`src/rtl/uart_rx.sv`:
```
// uart_rx - 8N1 serial receiver (LSB first, idle-high line), self-timed from clk.
//
// Ports:
//   clk         in   1  system clock, rising edge
//   rst         in   1  synchronous active-low reset (0 = reset)
//   en          in   1  receiver enable; 0 aborts the frame and holds IDLE
//   rx          in   1  asynchronous serial input, idles at 1
//   data_out    out  8  last correctly framed byte, held until the next good byte
//   data_valid  out  1  one-cycle pulse when data_out has just been updated
//   frame_err   out  1  one-cycle pulse when the stop bit is sampled as 0
//   busy        out  1  high in every state except IDLE
module uart_rx #(
  parameter int unsigned CLKS_PER_BIT = 130
) (
  input  logic       clk,
  input  logic       rst,
  input  logic       en,
  input  logic       rx,
  output logic [7:0] data_out,
  output logic       data_valid,
  output logic       frame_err,
  output logic       busy
);

  localparam int unsigned HALF_BIT = CLKS_PER_BIT / 2;
  localparam int unsigned CNT_W    = $clog2(CLKS_PER_BIT);
  localparam logic [CNT_W-1:0] CNT_HALF = CNT_W'(HALF_BIT - 1);
  localparam logic [CNT_W-1:0] CNT_LAST = CNT_W'(CLKS_PER_BIT - 1);

  typedef enum logic [2:0] {
    IDLE,
    START,
    DATA,
    STOP,
    WAIT_IDLE
  } state_t;

  state_t           state_q, state_d;
  logic             sync1_q, sync1_d;
  logic             sync2_q, sync2_d;
  logic [CNT_W-1:0] cnt_q, cnt_d;
  logic [2:0]       bit_idx_q, bit_idx_d;
  logic [7:0]       shift_q, shift_d;
  logic [7:0]       data_q, data_d;
  logic             valid_q, valid_d;
  logic             ferr_q, ferr_d;
  logic             rx_s;

  assign rx_s = sync2_q;

  always_comb begin
    state_d   = state_q;
    bit_idx_d = bit_idx_q;
    shift_d   = shift_q;
    data_d    = data_q;
    valid_d   = 1'b0;
    ferr_d    = 1'b0;
    sync1_d   = rx;
    sync2_d   = sync1_q;

    if (!en) begin
      state_d = IDLE;
    end else begin
      unique case (state_q)
        IDLE: begin
          if (!rx_s) state_d = START;
        end
        START: begin
          if (cnt_q == CNT_HALF) begin
            if (!rx_s) begin
              state_d   = DATA;
              bit_idx_d = '0;
            end else begin
              state_d = IDLE;
            end
          end
        end
        DATA: begin
          if (cnt_q == CNT_LAST) begin
            shift_d   = {rx_s, shift_q[7:1]};
            bit_idx_d = bit_idx_q + 3'd1;
            if (bit_idx_q == 3'd7) state_d = STOP;
          end
        end
        STOP: begin
          if (cnt_q == CNT_LAST) begin
            if (rx_s) begin
              data_d  = shift_q;
              valid_d = 1'b1;
              state_d = IDLE;
            end else begin
              ferr_d  = 1'b1;
              state_d = WAIT_IDLE;
            end
          end
        end
        WAIT_IDLE: begin
          if (rx_s) state_d = IDLE;
        end
        default: state_d = IDLE;
      endcase
    end

    // Counter restarts on any state change and at the end of each bit period
    // so DATA can sample eight consecutive bits without leaving the state.
    if (state_d != state_q || state_q == IDLE || state_q == WAIT_IDLE ||
        cnt_q == CNT_LAST) begin
      cnt_d = '0;
    end else begin
      cnt_d = cnt_q + CNT_W'(1);
    end
  end

  always_ff @(posedge clk) begin
    if (!rst) begin
      state_q   <= IDLE;
      sync1_q   <= 1'b1;
      sync2_q   <= 1'b1;
      cnt_q     <= '0;
      bit_idx_q <= '0;
      shift_q   <= '0;
      data_q    <= '0;
      valid_q   <= 1'b0;
      ferr_q    <= 1'b0;
    end else begin
      state_q   <= state_d;
      sync1_q   <= sync1_d;
      sync2_q   <= sync2_d;
      cnt_q     <= cnt_d;
      bit_idx_q <= bit_idx_d;
      shift_q   <= shift_d;
      data_q    <= data_d;
      valid_q   <= valid_d;
      ferr_q    <= ferr_d;
    end
  end

  assign data_out   = data_q;
  assign data_valid = valid_q;
  assign frame_err  = ferr_q;
  assign busy       = (state_q != IDLE);

endmodule

```
`config.mk`:
```
export PLATFORM = sky130hd
export DESIGN_NAME = uart_rx
export DESIGN_NICKNAME = d
export VERILOG_FILES = /design/src/rtl/uart_rx.sv
export SDC_FILE = /design/constraint.sdc
export NUM_CORES = 1
export LEC_CHECK = 0
export ABC_AREA = 1
export ABC_CLOCK_PERIOD_IN_PS = 3200
export CORE_UTILIZATION = 35
export CTS_CLUSTER_DIAMETER = 50
export DETAILED_ROUTE_END_ITERATION = 12
export GPL_TIMING_DRIVEN = 0
export PLACE_DENSITY = 0.66
export SYNTH_ARGS = -nofsm -noshare
export SYNTH_HDL_FRONTEND = slang
export SYNTH_SLANG_ARGS = --single-unit
```
`constraint.sdc`:
```
create_clock -name clk -period 3.2 [get_ports clk]
set_clock_uncertainty 0.15 [all_clocks]
set_input_delay 0.8 -clock clk [delete_from_list [all_inputs] [get_ports clk]]
set_output_delay 0.8 -clock clk [all_outputs]
set_load 0.005 [all_outputs]
```
After elaboration in Yosys (flattened, before gate mapping)
Cells that the tools add are included.
{"block": "word_totals", "word_cells": 50, "reg_bits": 34}
{"block": "classes", "n_reduce_logical": 11, "eq_ne": 11, "bitwise_logic": 1, "add_sub_neg": 2, "muxes": 16}
{"op": "3-bit two-way mux", "count": 11}
{"op": "3-bit one-hot mux with 5 select lines", "count": 1}
{"op": "8-bit by 1-bit adder with 8-bit output (second input constant)", "count": 1}
{"op": "8-bit by 7-bit equality test with 1-bit output (second input constant)", "count": 1}
{"op": "8-bit equality test (second input constant)", "count": 1}
{"op": "4-bit AND reduction", "count": 2}
{"op": "3-bit by 2-bit equality test with 1-bit output (second input constant)", "count": 2}
{"op": "3-bit equality test (second input constant)", "count": 2}
{"op": "2-bit inequality test (second input constant)", "count": 3}
{"op": "3-bit one-hot mux with 2 select lines", "count": 1}
{"op": "5-bit AND reduction", "count": 1}
{"op": "3-bit by 1-bit adder with 3-bit output (second input constant)", "count": 1}
{"op": "3-bit by 1-bit equality test with 1-bit output (second input constant)", "count": 1}
{"op": "3-bit zero test", "count": 1}
{"op": "1-bit logical OR", "count": 3}
{"op": "3-bit inequality test", "count": 1}
{"op": "3-bit AND reduction", "count": 1}
{"op": "3-bit nonzero test", "count": 1}
{"op": "1-bit two-way mux", "count": 2}
{"op": "2-bit two-way mux", "count": 1}
{"op": "2-bit nonzero test", "count": 1}
{"op": "2-bit OR reduction", "count": 1}
{"op": "1-bit NOT", "count": 1}

Longest topological paths before layout
{"block": "depth", "depth_word": 10, "ltp_mapped": 12}

Worst setup path before layout
OpenSTA, ideal clock, no wires.
{"block": "synth_timing", "path_kind": "input -> register", "from": "in rst", "to": "reg cnt_q[0]", "cell_stages": 4, "required_time_ns": 2.972, "path_buffers": 0, "setup_time_ns": 0.078, "arrival_time_ns": 1.489, "path_slack_ns": 1.483, "path_cell_list": "inv_2 > nor4_1 > nand3_2 > nor3_1"}
{"block": "synth_between", "elab_chain_cells": 2}
{"item": "start, declared", "line": "16", "text": "input logic rst,"}
{"item": "1-bit NOT (no source line)"}
{"item": "2-bit OR reduction (no source line)"}
{"item": "end signal, assigned", "line": "129", "text": "cnt_q <= cnt_d;"}
{"item": "end, declared", "line": "41", "text": "logic [CNT_W-1:0] cnt_q, cnt_d;"}
Every way passes these cells.
A chain may end at the register's enable or synchronous reset.

Worst setup path in the final report
{"block": "layout_timing", "from": "reg state_q[2]", "to": "out busy"}
{"block": "layout_between", "elab_chain_cells": 1}
{"item": "start, declared", "line": "38", "text": "state_t state_q, state_d;"}
{"item": "start signal, assigned", "line": "126", "text": "state_q <= state_d;"}
{"item": "3-bit nonzero test", "line": "141", "text": "assign busy = (state_q != IDLE);"}
{"item": "end, declared", "line": "22", "text": "output logic busy"}
Every way passes these cells.

==> impl_metrics.json <==
{
  "status": "complete, no violations",
  "worst_setup_path_start_kind": "flip-flop",
  "synth_top_area_share": 0.463,
  "vias": 1174,
  "synthDominantAreaCellType": "sky130_fd_sc_hd__dfxtp_1",
  "cts-root-buf": "sky130_fd_sc_hd__clkbuf_8",
  "grt_pass1_wl_um": 4470,
  "design.final.nets": 205,
  "setup_total_negative_slack_ns": 0,
  "final_global_route_overflow_total": 0,
  "gr-usage-met3": 0.0462,
  "route.detailed.vias_per_inst": 4.75,
  "numPortBuffers": 14,
  "fraction_of_the_yosys_area_taken_by_sequential_cells": 0.463,
  "synth_area_leaders": "sky130_fd_sc_hd__dfxtp_1, sky130_fd_sc_hd__inv_1, sky130_fd_sc_hd__a21oi_1, sky130_fd_sc_hd__o21ai_0, sky130_fd_sc_hd__ha_1",
  "critPathMaxFanout": 5,
  "synth_most_common_cell": "sky130_fd_sc_hd__dfxtp_1",
  "endpoint_class_of_the_critical_path": "output pin",
  "crit_path_class": "reg2out",
  "finalSetupViolations": 0,
  "synthDistinctLibCells": 29,
  "drv_slew": 0,
  "first_global_vias": 1068,
  "drt_pass1_iterations": 4,
  "post-route-drc-count": 0,
  "timing.critical_path.cells": "inv_1, nand2_1, clkdlybuf4s50_1",
  "max_slew.worst_pin.slew_ns": 0.409,
  "layout-drive-gt1-share": 0.142,
  "leakage_uw": 0.000682,
  "critical-path-max-stage-delay_ns": 0.50,
  "synth.top_cells.by_count": "sky130_fd_sc_hd__dfxtp_1, sky130_fd_sc_hd__inv_1, sky130_fd_sc_hd__a21oi_1",
  "grt_setup_unrepaired": "false",
  "clk_transition_reported_paths_ns": 0.06,
  "min-delay-path-class": "reg2reg",
  "worst_skew_pair.late_latency_ns": 0.29,
  "synth_ff_type": "sky130_fd_sc_hd__dfxtp_1",
  "synth_enable_flop_cells": 0,
  "grt_usage": 0.136,
  "async_flop_share": 0,
  "postSynthRegisterBits": 34,
  "pin_count_of_the_biggest_net_entering_global_routing": 12,
  "htree_num_levels": 2,
  "grtUsageMet2": 0.199,
  "floorplan.initialDensity": 0.365,
  "achievable-frequency_ghz": 0.424,
  "pwr_cell_area_nw_per_um2": 516,
  "final-hold-violation-count": 0,
  "max-slew-margin-rel": 0.720,
  "routed_wire_length_per_instance_um": 10.5,
  "busiest_layer": "met2",
  "cts_setup_buffers": 0,
  "synth.net_count": 184,
  "number_of_drc_markers_in_iteration_0": 63,
  "cap_violations": 0,
  "setup_slack_ns": 0.839,
  "die_area_um2": 4470,
  "num_antenna_cells": 0,
  "route.final.wire_length_um": 2600,
  "dp.cells": 239,
  "clock_sink_count": 34,
  "netlist_area_um2": 1470,
  "postCtsResizedCells": 0,
  "clk_path_buf_depth": 2,
  "drt.antenna.violating_nets": 0,
  "gr-usage-met1": 0.168,
  "timing.final.crit_share": 0.738,
  "place_congestion": 0.801,
  "finalNonFillerCells": 247,
  "cp.required_ns": 2.25,
  "area_delta_synth_final_pct": 23.5,
  "design.core.area_um2": 4030,
  "dp_hpwl_um": 1880,
  "hold_buffers": 0,
  "inserted_clock_buffers": 5,
  "synth.yosys.warnings": 0,
  "cp.arrival_ns": 1.41,
  "timing.final.crit_period_ns": 2.36,
  "placement.setup.worst_slack_ns": 0.564,
  "dieWidth_um": 66.8,
  "synthesis.area_per_instance_um2": 8.41,
  "row_count": 23,
  "dieHeight_um": 66.8,
  "cts_tree": "done",
  "io-pin-count": 15,
  "peakVddDrop_v": 0.000193,
  "grt_antenna_before_repair": 0,
  "synthesis.instances": 175,
  "cp_slowest_cell": "sky130_fd_sc_hd__clkdlybuf4s50_1",
  "totalPowerFinal_uw": 937
}
final cells by class:
| cell class | count | area (um^2) |
|---|---|---|
| Multi-Input combinational cell | 113 | 674 |
| Clock buffer | 6 | 82.6 |
| Clock inverter | 2 | 60.1 |
| Fill cell | 409 | 2210 |
| Inverter | 25 | 93.8 |
| Sequential cell | 34 | 681 |
| Buffer | 3 | 22.5 |
| Timing Repair Buffer | 14 | 140 |
| Tap cell | 50 | 62.6 |
cell families after synthesis:
| group | Yosys count | share of synthesized area |
|---|---|---|
| flops | 34 | 0.463 |
| compound gates | 40 | 0.155 |
| simple gates | 62 | 0.225 |
| buf+inv | 28 | 0.0791 |
| fa+ha+maj | 5 | 0.0425 |
| xor+xnor | 6 | 0.0357 |
through the flow:
step                      area (um^2)  hold slack (ns)  utilization
final                            1820            0.262        0.451
after CTS                        1820            0.266        0.451
after floorplan                  1470            0.243            -
after global placement           1670            0.246        0.416
after global routing             1820            0.301        0.451
after detailed placement         1670            0.251        0.416
final timing paths:
path              slack, ns                        to  cells past startpoint                   from
hold reg to reg        0.26           rx_s$_SDFF_PN1_                      1     sync1_q$_SDFF_PN1_
setup reg to reg       1.38  data_out[7]$_SDFFE_PN0P_                      8    cnt_q[0]$_SDFF_PP0_
hold / removal         0.26           rx_s$_SDFF_PN1_                      1     sync1_q$_SDFF_PN1_
setup / recovery       0.84                      busy                      3  state_q[2]$_SDFF_PN0_
placed cells by master, fill, tap and decap left out, drive strengths merged:
cell / Yosys / routed
dfxtp: 34 / 34
inv: 25 / 25
o21ai: 20 / 20
a21oi: 18 / 18
nor2: 17 / 17
nand2: 16 / 16
clkdlybuf4s50: 0 / 14
nor3: 12 / 12
nand3: 11 / 11
clkbuf: 0 / 6
ha: 5 / 5
xor2: 4 / 4
nor4: 3 / 3
buf: 3 / 3
xnor2: 2 / 2
or2: 2 / 2
bufinv: 0 / 2
o211a: 1 / 1
a2111oi: 1 / 1
nand4: 1 / 1
state kept, by name (all words and copies together), names as in the netlist:
name and flops:
bit_idx_q 3, state_q 3, data_valid 1, sync1_q 1, cnt_q 8, shift_q 8, frame_err 1, rx_s 1
data_out 8
metal layers:
metal,part of all wire,vias to the layer above,wire (um)
met1,0.49,527,1270
met5,0,-,0
met4,0.025,0,66
met2,0.45,17,1170
met3,0.037,6,95
li1,-,624,-
critical path, delay by kind of cell, from the launching register on:
| kind | cells | cell delay, ns |
|---|---|---|
| flops | 1 | 0.40 |
| simple gates | 1 | 0.11 |
| buf+inv | 2 | 0.61 |
power breakdown:
group / switching [uW] / internal, uW / total, uW
combinational: 14.9 / 8.73 / 23.6
clock: 155 / 332 / 487
sequential: 1.56 / 425 / 426
No activity file was read; power rests on OpenSTA's default activity.
